[src/rtl/seq_divider.sv]
// seq_divider: iterative signed integer divider (restoring division).
// One quotient bit per clock, start/done handshake, truncation toward zero
// (matches Verilog / and %). Divide-by-zero and most-negative / -1 are flagged.
// Optional build macro: SEQ_DIVIDER_EARLY_EXIT_EN -- when defined, operands with
// |a| < |b| skip the iterative phase (same results, shorter latency).
module seq_divider #(
    parameter int WIDTH = 16
) (
    input  logic             clk,
    input  logic             rst,
    input  logic             start,
    input  logic [WIDTH-1:0] a,
    input  logic [WIDTH-1:0] b,
    output logic             busy,
    output logic             done,
    output logic [WIDTH-1:0] quotient,
    output logic [WIDTH-1:0] remainder,
    output logic             div_by_zero,
    output logic             overflow
);

    localparam int CW = $clog2(WIDTH + 1);

    typedef enum logic [1:0] {
        S_IDLE   = 2'd0,
        S_DIVIDE = 2'd1,
        S_FIX    = 2'd2
    } state_t;

    // Magnitude of a signed value, one bit wider so -2^(WIDTH-1) is representable.
    function automatic logic [WIDTH:0] f_mag(input logic signed [WIDTH-1:0] v);
        logic signed [WIDTH:0] ext;
        ext = (WIDTH + 1)'(v);
        return (v < 0) ? -ext : ext;
    endfunction

    // Re-apply a sign to an unsigned magnitude; wraps modulo 2^WIDTH.
    function automatic logic signed [WIDTH-1:0] f_apply_sign(input logic [WIDTH-1:0] mag,
                                                             input logic             neg);
        return neg ? -$signed(mag) : $signed(mag);
    endfunction

    state_t r_state;
    state_t w_state_next;

    // Iteration state: partial remainder, dividend/quotient shift register, divisor.
    logic [WIDTH-1:0] r_rem;
    logic [WIDTH-1:0] r_dvd;
    logic [WIDTH:0]   r_dvs;
    logic [CW-1:0]    r_cnt;
    logic             r_sign_q;
    logic             r_sign_r;
    logic             r_zero;
    logic             r_ovf;

    logic [WIDTH:0]   w_a_mag;
    logic [WIDTH:0]   w_b_mag;
    logic             w_b_zero;
    logic             w_ovf;
    logic             w_accept;
    logic             w_early;
    logic             w_short;
    logic [WIDTH:0]   w_shift;
    logic [WIDTH+1:0] w_trial;
    logic             w_fit;
    logic             w_unused;

    assign w_a_mag  = f_mag($signed(a));
    assign w_b_mag  = f_mag($signed(b));
    assign w_b_zero = (b == '0);
    assign w_ovf    = (a == {1'b1, {(WIDTH-1){1'b0}}}) && (b == '1);
    assign w_accept = (r_state == S_IDLE) && start;

`ifdef SEQ_DIVIDER_EARLY_EXIT_EN
    assign w_early = !w_b_zero && (w_a_mag < w_b_mag);
`else
    assign w_early = 1'b0;
`endif

    // Short path: skip iteration, result comes straight from the loaded remainder.
    assign w_short = w_b_zero || w_early;

    // Shift {remainder, dividend} left one place and trial-subtract the divisor.
    assign w_shift = {r_rem, r_dvd[WIDTH-1]};
    assign w_trial = {1'b0, w_shift} - {1'b0, r_dvs};
    assign w_fit   = ~w_trial[WIDTH+1];

    // The partial remainder is always below the divisor (<= 2^(WIDTH-1)), so the
    // upper bits of the trial difference and of |a| never carry information here.
    assign w_unused = w_trial[WIDTH] ^ w_a_mag[WIDTH];

    assign busy = (r_state != S_IDLE);

    // State register.
    always_ff @(posedge clk) begin
        if (rst) begin
            r_state <= S_IDLE;
        end else begin
            r_state <= w_state_next;
        end
    end

    // Next-state logic.
    always_comb begin
        w_state_next = r_state;
        case (r_state)
            S_IDLE: begin
                if (start) begin
                    w_state_next = w_short ? S_FIX : S_DIVIDE;
                end
            end
            S_DIVIDE: begin
                if (r_cnt == CW'(1)) begin
                    w_state_next = S_FIX;
                end
            end
            S_FIX: begin
                w_state_next = S_IDLE;
            end
            default: begin
                w_state_next = S_IDLE;
            end
        endcase
    end

    // Operand capture on accept, then one restoring-division step per DIVIDE cycle.
    always_ff @(posedge clk) begin
        if (w_accept) begin
            r_sign_q <= a[WIDTH-1] ^ b[WIDTH-1];
            r_sign_r <= a[WIDTH-1];
            r_dvs    <= w_b_mag;
            r_zero   <= w_b_zero;
            r_ovf    <= w_ovf;
            r_cnt    <= CW'(WIDTH);
            if (w_short) begin
                r_rem <= w_a_mag[WIDTH-1:0];
                r_dvd <= '0;
            end else begin
                r_rem <= '0;
                r_dvd <= w_a_mag[WIDTH-1:0];
            end
        end else if (r_state == S_DIVIDE) begin
            r_rem <= w_fit ? w_trial[WIDTH-1:0] : w_shift[WIDTH-1:0];
            r_dvd <= {r_dvd[WIDTH-2:0], w_fit};
            r_cnt <= r_cnt - CW'(1);
        end
    end

    // Result registers: sign fix-up in FIX, held until the next completion.
    always_ff @(posedge clk) begin
        if (rst) begin
            done        <= 1'b0;
            quotient    <= '0;
            remainder   <= '0;
            div_by_zero <= 1'b0;
            overflow    <= 1'b0;
        end else begin
            done <= (r_state == S_FIX);
            if (r_state == S_FIX) begin
                quotient    <= r_zero ? '1 : f_apply_sign(r_dvd, r_sign_q);
                remainder   <= f_apply_sign(r_rem, r_sign_r);
                div_by_zero <= r_zero;
                overflow    <= r_ovf;
            end
        end
    end

endmodule

[config.mk]
export PLATFORM = sky130hd
export DESIGN_NAME = seq_divider
export DESIGN_NICKNAME = d
export VERILOG_FILES = /design/src/rtl/seq_divider.sv
export SDC_FILE = /design/constraint.sdc
export NUM_CORES = 1
export LEC_CHECK = 0
export CAP_MARGIN = 20
export CELL_PAD_IN_SITES_DETAIL_PLACEMENT = 0
export CELL_PAD_IN_SITES_GLOBAL_PLACEMENT = 1
export CORE_MARGIN = 2
export CORE_UTILIZATION = 46
export CTS_CLUSTER_DIAMETER = 50
export DETAILED_ROUTE_END_ITERATION = 16
export GPL_ROUTABILITY_DRIVEN = 0
export GPL_TIMING_DRIVEN = 0
export PLACE_DENSITY_LB_ADDON = 0.05
export SLEW_MARGIN = 20
export SYNTH_ARGS = -nofsm -noshare
export SYNTH_HDL_FRONTEND = slang
export SYNTH_SLANG_ARGS = --single-unit
[constraint.sdc]
create_clock -name clk -period 5.97 [get_ports clk]
set_clock_uncertainty 0.15 [all_clocks]
set_input_delay 0.8955 -clock clk [delete_from_list [all_inputs] [get_ports clk]]
set_output_delay 0.8955 -clock clk [all_outputs]
set_load 0.005 [all_outputs]
Word level (Yosys, flattened, before mapping)
Index checks and enable logic that the tools add are counted.

storage, ports and cells
  register bits after elaboration = 95
  logic and storage cells = 54

cells by class
  $add $sub $neg = 6
  order comparisons = 2
  eq/ne operators = 7
  muxes and demuxes = 16
  bitwise gates (word level) = 2
  reduce and logical (&&, ||, !) cells = 7

operators by type and width
  cell                  count
  $mux 16               11
  $neg 16->16           3
  $eq 16x16->1 const B  2
  $lt 16x1->1 const B   2
  $sub 17x17->18        1
  $mux 17               1
  $neg 16->17           1
  $logic_not 16->1      1
  $mux 2                3
  $eq 5x1->1 const B    1
  $sub 5x1->5 const B   1
  $ne 2x2->1 const B    2
  $pmux 2 s2            1
  $reduce_bool 2->1     2
  $eq 2x1->1 const B    1
  $eq 2x2->1 const B    1
  $logic_and 1x1->1     2
  $logic_not 2->1       1
  $reduce_and 2->1      1
  $not 1->1             1
  $xor 1x1->1           1

Longest topological paths before layout
  depth after elaboration = 4
  mapped depth = 12
  gate-level depth less buffers = 10

Worst setup path after synthesis
Ideal clock, no wire load.

  kind = input to register
  start point = in b[8]
  end point = reg r_dvd[0], data pin
  setup time = 0.270 ns
  data arrival time = 2.755 ns
  required time = 5.550 ns
  path slack = 2.795 ns
  cell stages on the path = 7
  buffers on the path = 1
  cells stage by stage = or4_4 > or4_1 > or2_1 > or3_4 > buf_4 > a21oi_1 > a21oi_1

on the way
  word-level cells in the longest chain between the ends = 3

RTL lines
  item                    line  text
  start: declaration      13    input logic [WIDTH-1:0] b,
  $logic_not 16->1        70    assign w_b_zero = (b == '0);
  $mux 16                 135   if (w_short) begin
  $mux 16                 128   if (w_accept) begin
  end signal: assignment  140   r_dvd <= w_a_mag[WIDTH-1:0];
  end signal: assignment  144   r_dvd <= {r_dvd[WIDTH-2:0], w_fit};
  end: declaration        48    logic [WIDTH-1:0] r_dvd;

No other way between the ends.
A chain may end at the register's enable or synchronous reset.

Worst setup path after layout
  start point = reg r_rem[7]
  end point = reg r_rem[10], data pin

on the way
  word-level cells in the longest chain between the ends = 4

RTL lines
  item                      line  text
  start: declaration        47    logic [WIDTH-1:0] r_rem;
  start signal: assignment  136   r_rem <= w_a_mag[WIDTH-1:0];
  start signal: assignment  143   r_rem <= w_fit ? w_trial[WIDTH-1:0] : w_shift[WIDTH-1:0];
  $sub 17x17->18            85    assign w_trial = {1'b0, w_shift} - {1'b0, r_dvs};
  $mux 16                   143
  $mux 16                   142   end else if (r_state == S_DIVIDE) begin
  $mux 16                   128

No other way between the ends. The select of a mux whose other input is x is not followed.

==> results.sh <==
export IMPL_worst_path_buf_inv=2
export IMPL_slew_viol_final=0
export IMPL_dpl_hpwl_um=11590
export IMPL_routedWlPerCell_um=16.71
export IMPL_pwr_density_cell_mw_per_mm2=355.2
export IMPL_die_area_mm2=0.01334
export IMPL_path_clk_slew_ns=0.07
export IMPL_insertion_delay_ns=0.36
export IMPL_rsz0062_at_grt="false"
export IMPL_grt_usage=0.2351
export IMPL_synth_edff_count=53
export IMPL_numPortBuffers=69
export IMPL_ys_warn_count=0
export IMPL_grt_max_degree=31
export IMPL_ctsHoldBuffers=0
export IMPL_p_leak_nw=2.591
export IMPL_setup_viol=0
export IMPL_crit_fanout=10
export IMPL_final_common_cell="clkdlybuf4s50_1"
export IMPL_synth_seq_cells=95
export IMPL_slowest_delay_ns=0.55
export IMPL_synthFlopType="edfxtp_1"
export IMPL_ys_seq_area_frac=0.4254
export IMPL_cap_violations=0
export IMPL_area_growth_pct=21.05
export IMPL_period_needed_ns=3.593
export IMPL_drcViolationCount=0
export IMPL_relSlewSlack=0.4962
export IMPL_viasPerCell=5.523
export IMPL_die_w_um=115.5
export IMPL_boundaryPins=71
export IMPL_num_vias=4888
export IMPL_worstSetupPathType="register to register"
export IMPL_grt_pass1_wl_um=23870
export IMPL_fin_util=0.5739
export IMPL_ir_drop_uv=133.7
export IMPL_hold_path_class="register to register"
export IMPL_grt_antenna_before_repair=0
export IMPL_clock_fmax_mhz=278.3
export IMPL_routed_wirelength_um=14790
export IMPL_start_util=0.4741
export IMPL_required_ns=5.89
export IMPL_cts_sinks=95
export IMPL_dr_pass1_iters=5
export IMPL_postCtsResizedCells=0
export IMPL_cts_max_path_buffers=2
export IMPL_fin_nets=772
export IMPL_yosysUniqueCellTypes=55
export IMPL_antennaDiodeCount=0
export IMPL_core_region_area_mm2=0.01206
export IMPL_critPathCaptureType="register"
export IMPL_layout_drive_gt1_share=0.04184
export IMPL_cts_buffers=9
export IMPL_critPathSlowestCell="edfxtp_1"
export IMPL_crit_chain="ha_1 > nand2_1 > o21a_1 > and3_1 > a211oi_1 > or2_2 > clkbuf_1 > clkbuf_1 > mux2i_1 > o22ai_1"
export IMPL_critPathTopFamily="compound AO/OA/AOI/OAI gates"
export IMPL_cts_root_buf="clkbuf_16"
export IMPL_synthCells=631
export IMPL_cp_data_arrival_time_ns=3.51
export IMPL_num_rows=40
export IMPL_antenna_left=0
export IMPL_cts_tree="built"
export IMPL_htreeDepth=3
export IMPL_die_y_um=115.5
export IMPL_synth_nets=691
export IMPL_worst_slew_pin_slew_ns=0.7558
export IMPL_syn_area_per_cell_um2=9.062
export IMPL_hold_viol=0
export IMPL_status="finished, final reports clean"
export IMPL_setup_tns_ns=0
export IMPL_drtIter0Drc=397
export IMPL_post_cts_buffers=0
export IMPL_async_reset_ff_frac=0
export IMPL_grt_pass1_vias=4670
export IMPL_synthesis_area_mm2=0.005718
export IMPL_period_share=0.6018
export IMPL_grt_overflow_total=0
export IMPL_crit_top_cell="clkbuf_1"
export IMPL_mostFrequentLayoutCells="clkdlybuf4s50_1, nand2_1, edfxtp_1, o21ai_0, dfxtp_1"
export IMPL_setup_worst_path_start_class="register"
-- power by group --
part           switching, mW  internal [mW]
sequential             0.150          0.835
clock                  0.259          0.285
combinational          0.530          0.400
-- state kept, by name, indices dropped and copies added (netlist names) --
name / count
overflow: 1
div_by_zero: 1
r_rem: 16
r_dvd: 16
done: 1
quotient: 16
r_sign_r: 1
remainder: 16
r_state: 2
r_dvs: 17
r_ovf: 1
r_cnt: 5
r_zero: 1
r_sign_q: 1
-- worst min-delay path: cells and delay by family, from the launching register on --
family,cells,cell delay [ns]
compound gates,1,0.05
flops,1,0.31
simple gates,1,0.05
-- metrics by stage --
step | setup slack, ns | std cells | cell area (um2) | power, mW | hold slack [ns]
floorplan | 2.795 | 631 | 5718 | 1.610 | 0.3012
global placement | 2.006 | 868 | 6619 | 1.896 | 0.2934
detailed placement | 2.082 | 869 | 6648 | 1.918 | 0.3016
CTS | 2.446 | 885 | 6922 | 2.458 | 0.3109
global route | 2.083 | 885 | 6922 | 2.624 | 0.3425
finish | 2.377 | 885 | 6922 | 2.458 | 0.3116
-- Yosys cell counts, types with 4 or more instances --
master,instances,area [um2]
a21oi_1,41,205.2
xnor2_1,34,297.8
xor2_1,36,315.3
clkbuf_1,25,93.84
dfxtp_1,42,840.8
nand4_1,8,50.05
nor2b_1,9,56.30
edfxtp_1,53,1592
nor4_1,7,43.79
or3_1,5,31.28
o22ai_1,4,25.02
o41ai_1,7,61.31
a21o_1,6,45.04
o211ai_1,4,30.03
inv_1,37,138.9
nand3_1,17,85.08
mux2i_1,6,60.06
a211oi_1,18,135.1
o21ai_0,47,235.2
a31oi_1,8,50.05
o31ai_1,16,120.1
ha_1,24,300.3
nor3_1,15,75.07
nand2_1,63,236.5
nand2b_1,10,62.56
nor2_1,42,157.7
and3_1,4,25.02
or4_1,6,45.04
a311oi_1,4,35.03
-- logic make-up (layout without fill, tap and decap cells) --
kind of cell	count (synthesis)	count (layout)	synth area share
compound gates	167	167	0.1827
xor+xnor	70	70	0.1072
fa+ha+maj	25	25	0.05602
buf+inv	68	154	0.04661
flops	95	95	0.4254
mux	7	7	0.01247
other cells	1	1	0.0006558
simple gates	198	198	0.1689
-- per-layer routing --
layer,vias up,global-route usage,share of wire
met4,0,0.07470,0.020
met1,2270,0.3237,0.45
li1,2447,-,-
met2,149,0.3661,0.46
met3,22,0.05858,0.066
met5,-,0,0
-- area by class of cell --
cell class / instances / area [um2]
sequential: 95 / 2432
buffer: 29 / 121.4
multi-input combinational: 468 / 3027
fill: 1106 / 5140
timing repair buffer: 70 / 710.7
clock inverter: 6 / 45.04
inverter: 39 / 146.4
tap: 168 / 210.2
clock buffer: 10 / 229.0
-- worst paths after layout --
kind,from,end,slack [ns],cells past startpoint
worst max-delay path,r_rem[7],r_rem[10],2.38,10
worst min-delay path,div_by_zero,div_by_zero,0.31,2
worst max register to register,r_rem[7],r_rem[10],2.38,10
worst min register to register,div_by_zero,div_by_zero,0.31,2
(Power assumes the default switching activity.)
